File: src/rtl/t01_keypad_pkg.sv
// Shared types and key codes for the keypad numeric-entry stage.
package t01_keypad_pkg;

  typedef enum logic [1:0] {
    EDIT,
    CONVERT,
    HOLD
  } entry_state_t;

  localparam logic [7:0] KEY_BKSP    = "*";
  localparam logic [7:0] KEY_ENTER   = "#";
  localparam logic [7:0] KEY_CLEAR   = "D";
  localparam logic [7:0] ASCII_ZERO  = "0";
  localparam logic [7:0] ASCII_NINE  = "9";
  localparam logic [7:0] ASCII_SPACE = 8'h20;

  // True for the ASCII codes '0'..'9'.
  function automatic logic is_digit_key(input logic [7:0] k);
    return (k >= ASCII_ZERO) && (k <= ASCII_NINE);
  endfunction

endpackage

File: src/rtl/t01_bcd_to_bin.sv
// Serial BCD-to-binary converter: one decimal digit per cycle, most
// significant first, acc <= acc*10 + digit in VAL_W-bit arithmetic.
module t01_bcd_to_bin #(
  parameter int unsigned VAL_W = 14,
  parameter int unsigned IDX_W = 3
) (
  input  logic             clk,
  input  logic             rst,
  input  logic             start,
  input  logic [IDX_W-1:0] start_index,
  output logic [IDX_W-1:0] index,
  input  logic [3:0]       digit,
  output logic             done,
  output logic [VAL_W-1:0] result
);

  logic [VAL_W-1:0] acc_q, acc_d;
  logic [IDX_W-1:0] index_q, index_d;
  logic             busy_q, busy_d;
  logic [VAL_W-1:0] step;

  // Next accumulator value and index bookkeeping.
  always_comb begin
    step    = (acc_q << 3) + (acc_q << 1) + VAL_W'(digit);
    acc_d   = acc_q;
    index_d = index_q;
    busy_d  = busy_q;
    if (start) begin
      acc_d   = '0;
      index_d = start_index;
      busy_d  = 1'b1;
    end else if (busy_q) begin
      acc_d = step;
      if (index_q == '0) begin
        busy_d = 1'b0;
      end else begin
        index_d = index_q - 1'b1;
      end
    end
  end

  // Converter state registers.
  always_ff @(posedge clk) begin
    if (rst) begin
      acc_q   <= '0;
      index_q <= '0;
      busy_q  <= 1'b0;
    end else begin
      acc_q   <= acc_d;
      index_q <= index_d;
      busy_q  <= busy_d;
    end
  end

  // The last digit's step is the final result, presented in the same cycle.
  assign done   = busy_q && (index_q == '0);
  assign result = step;
  assign index  = index_q;

endmodule

File: src/rtl/t01_keypad_entry.sv
// Keypad numeric entry: editable BCD digit buffer with backspace/clear,
// serial conversion on submit, and a valid/ready output handshake.
module t01_keypad_entry
  import t01_keypad_pkg::*;
#(
  parameter int unsigned MAX_DIGITS = 4,
  parameter int unsigned VAL_W      = 14
) (
  input  logic                             clk,
  input  logic                             rst,
  input  logic                             key_valid,
  input  logic [7:0]                       key_data,
  output logic                             out_valid,
  input  logic                             out_ready,
  output logic [VAL_W-1:0]                 out_value,
  output logic [$clog2(MAX_DIGITS+1)-1:0]  out_count,
  output logic [$clog2(MAX_DIGITS+1)-1:0]  cur_count,
  output logic [8*MAX_DIGITS-1:0]          disp_ascii,
  output logic                             err
);

  localparam int unsigned CNT_W = $clog2(MAX_DIGITS + 1);
  localparam logic [CNT_W-1:0] MAX_CNT = CNT_W'(MAX_DIGITS);

  entry_state_t     state_q, state_d;
  logic [3:0]       digit_q [MAX_DIGITS];
  logic [3:0]       digit_d [MAX_DIGITS];
  logic [CNT_W-1:0] cur_count_q, cur_count_d;
  logic [VAL_W-1:0] out_value_q, out_value_d;
  logic [CNT_W-1:0] out_count_q, out_count_d;
  logic             out_valid_q, out_valid_d;
  logic             err_q, err_d;

  logic             conv_start;
  logic [CNT_W-1:0] conv_index;
  logic [3:0]       conv_digit;
  logic             conv_done;
  logic [VAL_W-1:0] conv_result;

  t01_bcd_to_bin #(
    .VAL_W (VAL_W),
    .IDX_W (CNT_W)
  ) u_conv (
    .clk         (clk),
    .rst         (rst),
    .start       (conv_start),
    .start_index (cur_count_q - 1'b1),
    .index       (conv_index),
    .digit       (conv_digit),
    .done        (conv_done),
    .result      (conv_result)
  );

  // Select the buffer digit the converter is currently consuming.
  always_comb begin
    conv_digit = '0;
    for (int unsigned i = 0; i < MAX_DIGITS; i++) begin
      if (conv_index == CNT_W'(i)) conv_digit = digit_q[i];
    end
  end

  // Key handling, conversion sequencing and output handshake.
  always_comb begin
    state_d     = state_q;
    digit_d     = digit_q;
    cur_count_d = cur_count_q;
    out_value_d = out_value_q;
    out_count_d = out_count_q;
    out_valid_d = out_valid_q;
    err_d       = 1'b0;
    conv_start  = 1'b0;
    unique case (state_q)
      EDIT: begin
        if (key_valid) begin
          if (is_digit_key(key_data)) begin
            if (cur_count_q < MAX_CNT) begin
              for (int unsigned i = 1; i < MAX_DIGITS; i++) begin
                digit_d[i] = digit_q[i-1];
              end
              // Low nibble of ASCII '0'..'9' is the digit value.
              digit_d[0]  = key_data[3:0];
              cur_count_d = cur_count_q + 1'b1;
            end else begin
              err_d = 1'b1;
            end
          end else if (key_data == KEY_BKSP) begin
            if (cur_count_q != '0) begin
              for (int unsigned i = 0; i + 1 < MAX_DIGITS; i++) begin
                digit_d[i] = digit_q[i+1];
              end
              digit_d[MAX_DIGITS-1] = '0;
              cur_count_d = cur_count_q - 1'b1;
            end
          end else if (key_data == KEY_CLEAR) begin
            digit_d     = '{default: '0};
            cur_count_d = '0;
          end else if (key_data == KEY_ENTER) begin
            if (cur_count_q != '0) begin
              conv_start = 1'b1;
              state_d    = CONVERT;
            end else begin
              err_d = 1'b1;
            end
          end
        end
      end
      CONVERT: begin
        if (key_valid) err_d = 1'b1;
        if (conv_done) begin
          out_value_d = conv_result;
          out_count_d = cur_count_q;
          out_valid_d = 1'b1;
          state_d     = HOLD;
        end
      end
      HOLD: begin
        if (key_valid) err_d = 1'b1;
        if (out_ready) begin
          digit_d     = '{default: '0};
          cur_count_d = '0;
          out_valid_d = 1'b0;
          state_d     = EDIT;
        end
      end
      default: state_d = EDIT;
    endcase
  end

  // State and output registers.
  always_ff @(posedge clk) begin
    if (rst) begin
      state_q     <= EDIT;
      digit_q     <= '{default: '0};
      cur_count_q <= '0;
      out_value_q <= '0;
      out_count_q <= '0;
      out_valid_q <= 1'b0;
      err_q       <= 1'b0;
    end else begin
      state_q     <= state_d;
      digit_q     <= digit_d;
      cur_count_q <= cur_count_d;
      out_value_q <= out_value_d;
      out_count_q <= out_count_d;
      out_valid_q <= out_valid_d;
      err_q       <= err_d;
    end
  end

  // Display: occupied slots as ASCII digits, the rest as spaces.
  always_comb begin
    disp_ascii = '0;
    for (int unsigned i = 0; i < MAX_DIGITS; i++) begin
      disp_ascii[8*i +: 8] = (CNT_W'(i) < cur_count_q) ? (ASCII_ZERO | {4'h0, digit_q[i]})
                                                       : ASCII_SPACE;
    end
  end

  assign out_valid = out_valid_q;
  assign out_value = out_value_q;
  assign out_count = out_count_q;
  assign cur_count = cur_count_q;
  assign err       = err_q;

endmodule
File: config.mk
export PLATFORM = sky130hd
export DESIGN_NAME = t01_keypad_entry
export DESIGN_NICKNAME = d
export VERILOG_FILES = /design/src/rtl/t01_keypad_pkg.sv /design/src/rtl/t01_bcd_to_bin.sv /design/src/rtl/t01_keypad_entry.sv
export SDC_FILE = /design/constraint.sdc
export NUM_CORES = 1
export LEC_CHECK = 0
export ABC_CLOCK_PERIOD_IN_PS = 3100
export CAP_MARGIN = 25
export CORE_AREA = 2 2 86 104
export CTS_BUF_LIST = sky130_fd_sc_hd__clkbuf_4 sky130_fd_sc_hd__clkbuf_8
export CTS_CLUSTER_DIAMETER = 30
export DETAILED_ROUTE_END_ITERATION = 8
export DIE_AREA = 0 0 88 106
export PLACE_DENSITY = 0.71
export SKIP_LAST_GASP = 1
export SYNTH_ARGS = -nofsm -noshare
export SYNTH_HDL_FRONTEND = slang
export SYNTH_SLANG_ARGS = --single-unit
File: constraint.sdc
create_clock -name clk -period 3.1 [get_ports clk]
set_input_delay 0.62 -clock clk [delete_from_list [all_inputs] [get_ports clk]]
set_output_delay 0.62 -clock clk [all_outputs]
set_load 0.02 [all_outputs]
==> insert_results.sql <==
INSERT INTO impl_metrics (metric_group, metric, value, unit) VALUES
('logic_synthesis', 'xor_xnor_fraction_of_synth_area', '2.87', '%'),
('power_and_ir_drop', 'power.share.combinational', '4.5', '%'),
('logic_synthesis', 'synth_fa_ha_area_share', '13.1', '%'),
('min_path', 'hold_path_end', 'out_count[2]$_SDFFE_PP0P_', ''),
('power_and_ir_drop', 'seq_power_share', '47.2', '%'),
('sta', 'timing.final.setup_violations', '10', ''),
('worst_setup_path', 'worst-setup-path-type', 'reg -> reg', ''),
('global_route', 'grt_overflow', '0', ''),
('sta', 'max_freq', '298', 'MHz'),
('logic_synthesis', 'synth_seq_area_share', '31.2', '%'),
('clocking', 'clock_latency', '330', 'ps'),
('finish', 'drive_above_1_share', '17.8', '%'),
('worst_setup_path', 'critical_path.max_stage_delay', '460', 'ps'),
('route', 'remaining_antenna_violation_count', '0', ''),
('route', 'vias', '3410', ''),
('sta', 'hold_viol_final', '0', ''),
('logic_synthesis', 'netlist-cell-type-count', '58', ''),
('worst_setup_path', 'cp-end-kind', 'register', ''),
('logic_synthesis', 'synth_area_per_cell', '8.24', 'sq um'),
('placed_design', 'dpl_worst_slack', '-244', 'ps'),
('die', 'die_width', '88', 'um'),
('global_route', 'grt_first_pass_wirelength', '15.5', 'mm'),
('clocking', 'cts_tree', 'built', ''),
('logic_synthesis', 'post_synth_most_frequent_cells', '57 x sky130_fd_sc_hd__dfxtp_1, 52 x sky130_fd_sc_hd__nand2_1, 45 x sky130_fd_sc_hd__a21oi_1', ''),
('die', 'initial_utilization', '43.7', '%'),
('logic_synthesis', 'synth_area_leaders', 'sky130_fd_sc_hd__dfxtp_1 31%, sky130_fd_sc_hd__ha_1 12%, sky130_fd_sc_hd__a21oi_1 6.2%', ''),
('worst_setup_path', 'r2r_end', 'out_value[12]$_SDFFE_PP0P_', ''),
('placed_design', 'numPlacedInstances', '620', ''),
('sta', 'finalWorstPathRequiredPeriod', '3350', 'ps'),
('logic_synthesis', 'ys.warnings.count', '0', ''),
('clocking', 'cts_max_level', '3', ''),
('finish', 'instances_no_fill', '639', ''),
('power_and_ir_drop', 'p_sw_share', '22.0', '%'),
('clocking', 'cts-buffers-inserted', '9', ''),
('sta', 'max_slew.worst_pin.slew', '633', 'ps'),
('power_and_ir_drop', 'total_switching_power', '0.341', 'mW'),
('worst_setup_path', 'critical_path.startpoint_type', 'register', ''),
('flow_run', 'maxCapViolations', '0', ''),
('global_route', 'grt_start_max_net_pins', '41', ''),
('run_status', 'violations', 'negative setup slack', ''),
('sta', 'timing.clock.skew', '7.76', 'ps'),
('placed_design', 'post_place_cell_area', '4440', 'sq um'),
('clocking', 'clk_transition_reported_paths', '70', 'ps'),
('logic_synthesis', 'synth-seq-cells', '57', ''),
('worst_setup_path', 'reg2reg_setup_slack', '-250', 'ps'),
('route', 'wirelength', '9.65', 'mm'),
('power_and_ir_drop', 'power.clock.fraction', '48.3', '%'),
('min_path', 'min_from', 'out_count[2]$_SDFFE_PP0P_', ''),
('placed_design', 'place.detailed.hpwl', '6.84', 'mm'),
('logic_synthesis', 'synth.largest_area_cell', 'sky130_fd_sc_hd__dfxtp_1', ''),
('power_and_ir_drop', 'ir_worst_vdd', '0.259', 'mV'),
('sta', 'final_setup_slack_of_the_worst_path', '-254', 'ps'),
('die', 'design.portCount', '66', ''),
('logic_synthesis', 'synth_compound_area_share', '19.1', '%'),
('worst_setup_path', 'rr_worst_depth', '17', ''),
('worst_setup_path', 'timing.critical_path.fanout_max', '6', ''),
('die', 'design.die.area', '9330', 'sq um'),
('finish', 'layout.filler_cells', '733', ''),
('route', 'detail_route.drc_violations', '0', ''),
('finish', 'design.final.nets', '566', ''),
('finish', 'n_antenna_cell', '0', ''),
('route', 'route.detailed.wl_per_inst', '15.1', 'um'),
('sta', 'timing.final.crit_share', '108', '%'),
('die', 'coreArea', '8380', 'sq um'),
('die', 'die_h', '106', 'um'),
('power_and_ir_drop', 'p_int', '1.21', 'mW'),
('global_route', 'antenna_found_initial', '0', ''),
('logic_synthesis', 'synth_flop_cell', 'sky130_fd_sc_hd__dfxtp_1', ''),
('power_and_ir_drop', 'power_density', '319', 'nW/um^2'),
('run_status', 'result_of_the_run', 'finished, violations left', ''),
('global_route', 'vias_in_the_first_global_route', '3212', '');
## metal layers
metal | track usage, % | up-vias
met2 | 35.6 | 121
met3 | 4.43 | 13
met1 | 25.7 | 1590
met4 | 8.02 | 0
li1 | - | 1686
met5 | 0 | -
## critical path: cells and delay by family, from the launching register on
kind,cells,cell delay (ps)
flip-flops,1,360
AND/OR/NAND/NOR,5,560
buffers and inverters,2,130
AO/OA/AOI/OAI,7,1370
adder cells (fa/ha/maj),3,830
## state kept, by name, summed over array words and instances, names as in the netlist
name / count
digit_q: 16
cur_count: 3
state_q: 2
u_conv.index: 3
u_conv.acc_q: 13
out_count: 3
u_conv.busy_q: 1
out_valid: 1
err: 1
out_value: 14
## area by class of cell
cell class                      count  area [sq um]  area share [%]
Multi-Input combinational cell    343          2490            51.2
Clock inverter                      2          35.0           0.720
Tap cell                          117           146            3.01
Clock buffer                       14           180            3.70
Sequential cell                    57          1150            23.6
Timing Repair Buffer               88           797            16.4
Inverter                           18          70.1            1.44
## layout by cell type (no fill, tap or decap), types with 7 or more instances in the layout
master                             n
sky130_fd_sc_hd__nor2b_1          11
sky130_fd_sc_hd__dfxtp_1          55
sky130_fd_sc_hd__ha_1             28
sky130_fd_sc_hd__nor4_1            9
sky130_fd_sc_hd__a21oi_1          40
sky130_fd_sc_hd__nand3_1           9
sky130_fd_sc_hd__nand2_1          51
sky130_fd_sc_hd__or3_1             7
sky130_fd_sc_hd__inv_1            14
sky130_fd_sc_hd__nand3b_1          7
sky130_fd_sc_hd__clkdlybuf4s50_1  53
sky130_fd_sc_hd__buf_4            34
sky130_fd_sc_hd__mux2i_1          12
sky130_fd_sc_hd__clkbuf_8         12
sky130_fd_sc_hd__a31o_1            7
sky130_fd_sc_hd__nor2_1           35
sky130_fd_sc_hd__a22oi_1          11
sky130_fd_sc_hd__conb_1           12
sky130_fd_sc_hd__and2_1            9
## through the flow
step                      TNS, ps  util [%]
after floorplan              -113         -
after global placement      -1080      52.9
after detailed placement    -1540      52.9
after CTS                   -1480      56.7
after global routing        -4290      58.0
final                       -1080      58.0
## worst max-delay path by stage
stage               slack (ps)                          to  cells after the start                         start
global route              -490  out_value[12]$_SDFFE_PP0P_                     17  u_conv.index[1]$_SDFFE_PP0P_
global placement          -160  out_value[12]$_SDFFE_PP0P_                     17  u_conv.index[1]$_SDFFE_PP0P_
CTS                       -230  out_value[12]$_SDFFE_PP0P_                     17  u_conv.index[0]$_SDFFE_PP0P_
floorplan                  -90  out_value[12]$_SDFFE_PP0P_                     17  u_conv.index[1]$_SDFFE_PP0P_
detailed placement        -240  out_value[12]$_SDFFE_PP0P_                     17  u_conv.index[1]$_SDFFE_PP0P_
finish                    -250  out_value[12]$_SDFFE_PP0P_                     17  u_conv.index[1]$_SDFFE_PP0P_
## timing repair
action	4_1_cts	5_1_grt
setup buffers	3	1
gates resized for setup	14	24
setup endpoints to repair	13	19
pin swaps	9	16
## power by group through the flow
stage	registers (mW)	clock network, mW	logic (mW)
after CTS	0.731	0.760	0.0690
after floorplan	0.748	0	0.0512
after global routing	0.731	0.793	0.0750
final	0.731	0.749	0.0696
after global placement	0.748	0	0.0680
after detailed placement	0.748	0	0.0684
## cell families after synthesis
family	after synthesis
xor+xnor	12
buf+inv	54
other cells	2
mux	13
simple gates	161
fa+ha+maj	37
compound gates	108
flops	57
Power figures use the tool's default switching activity.
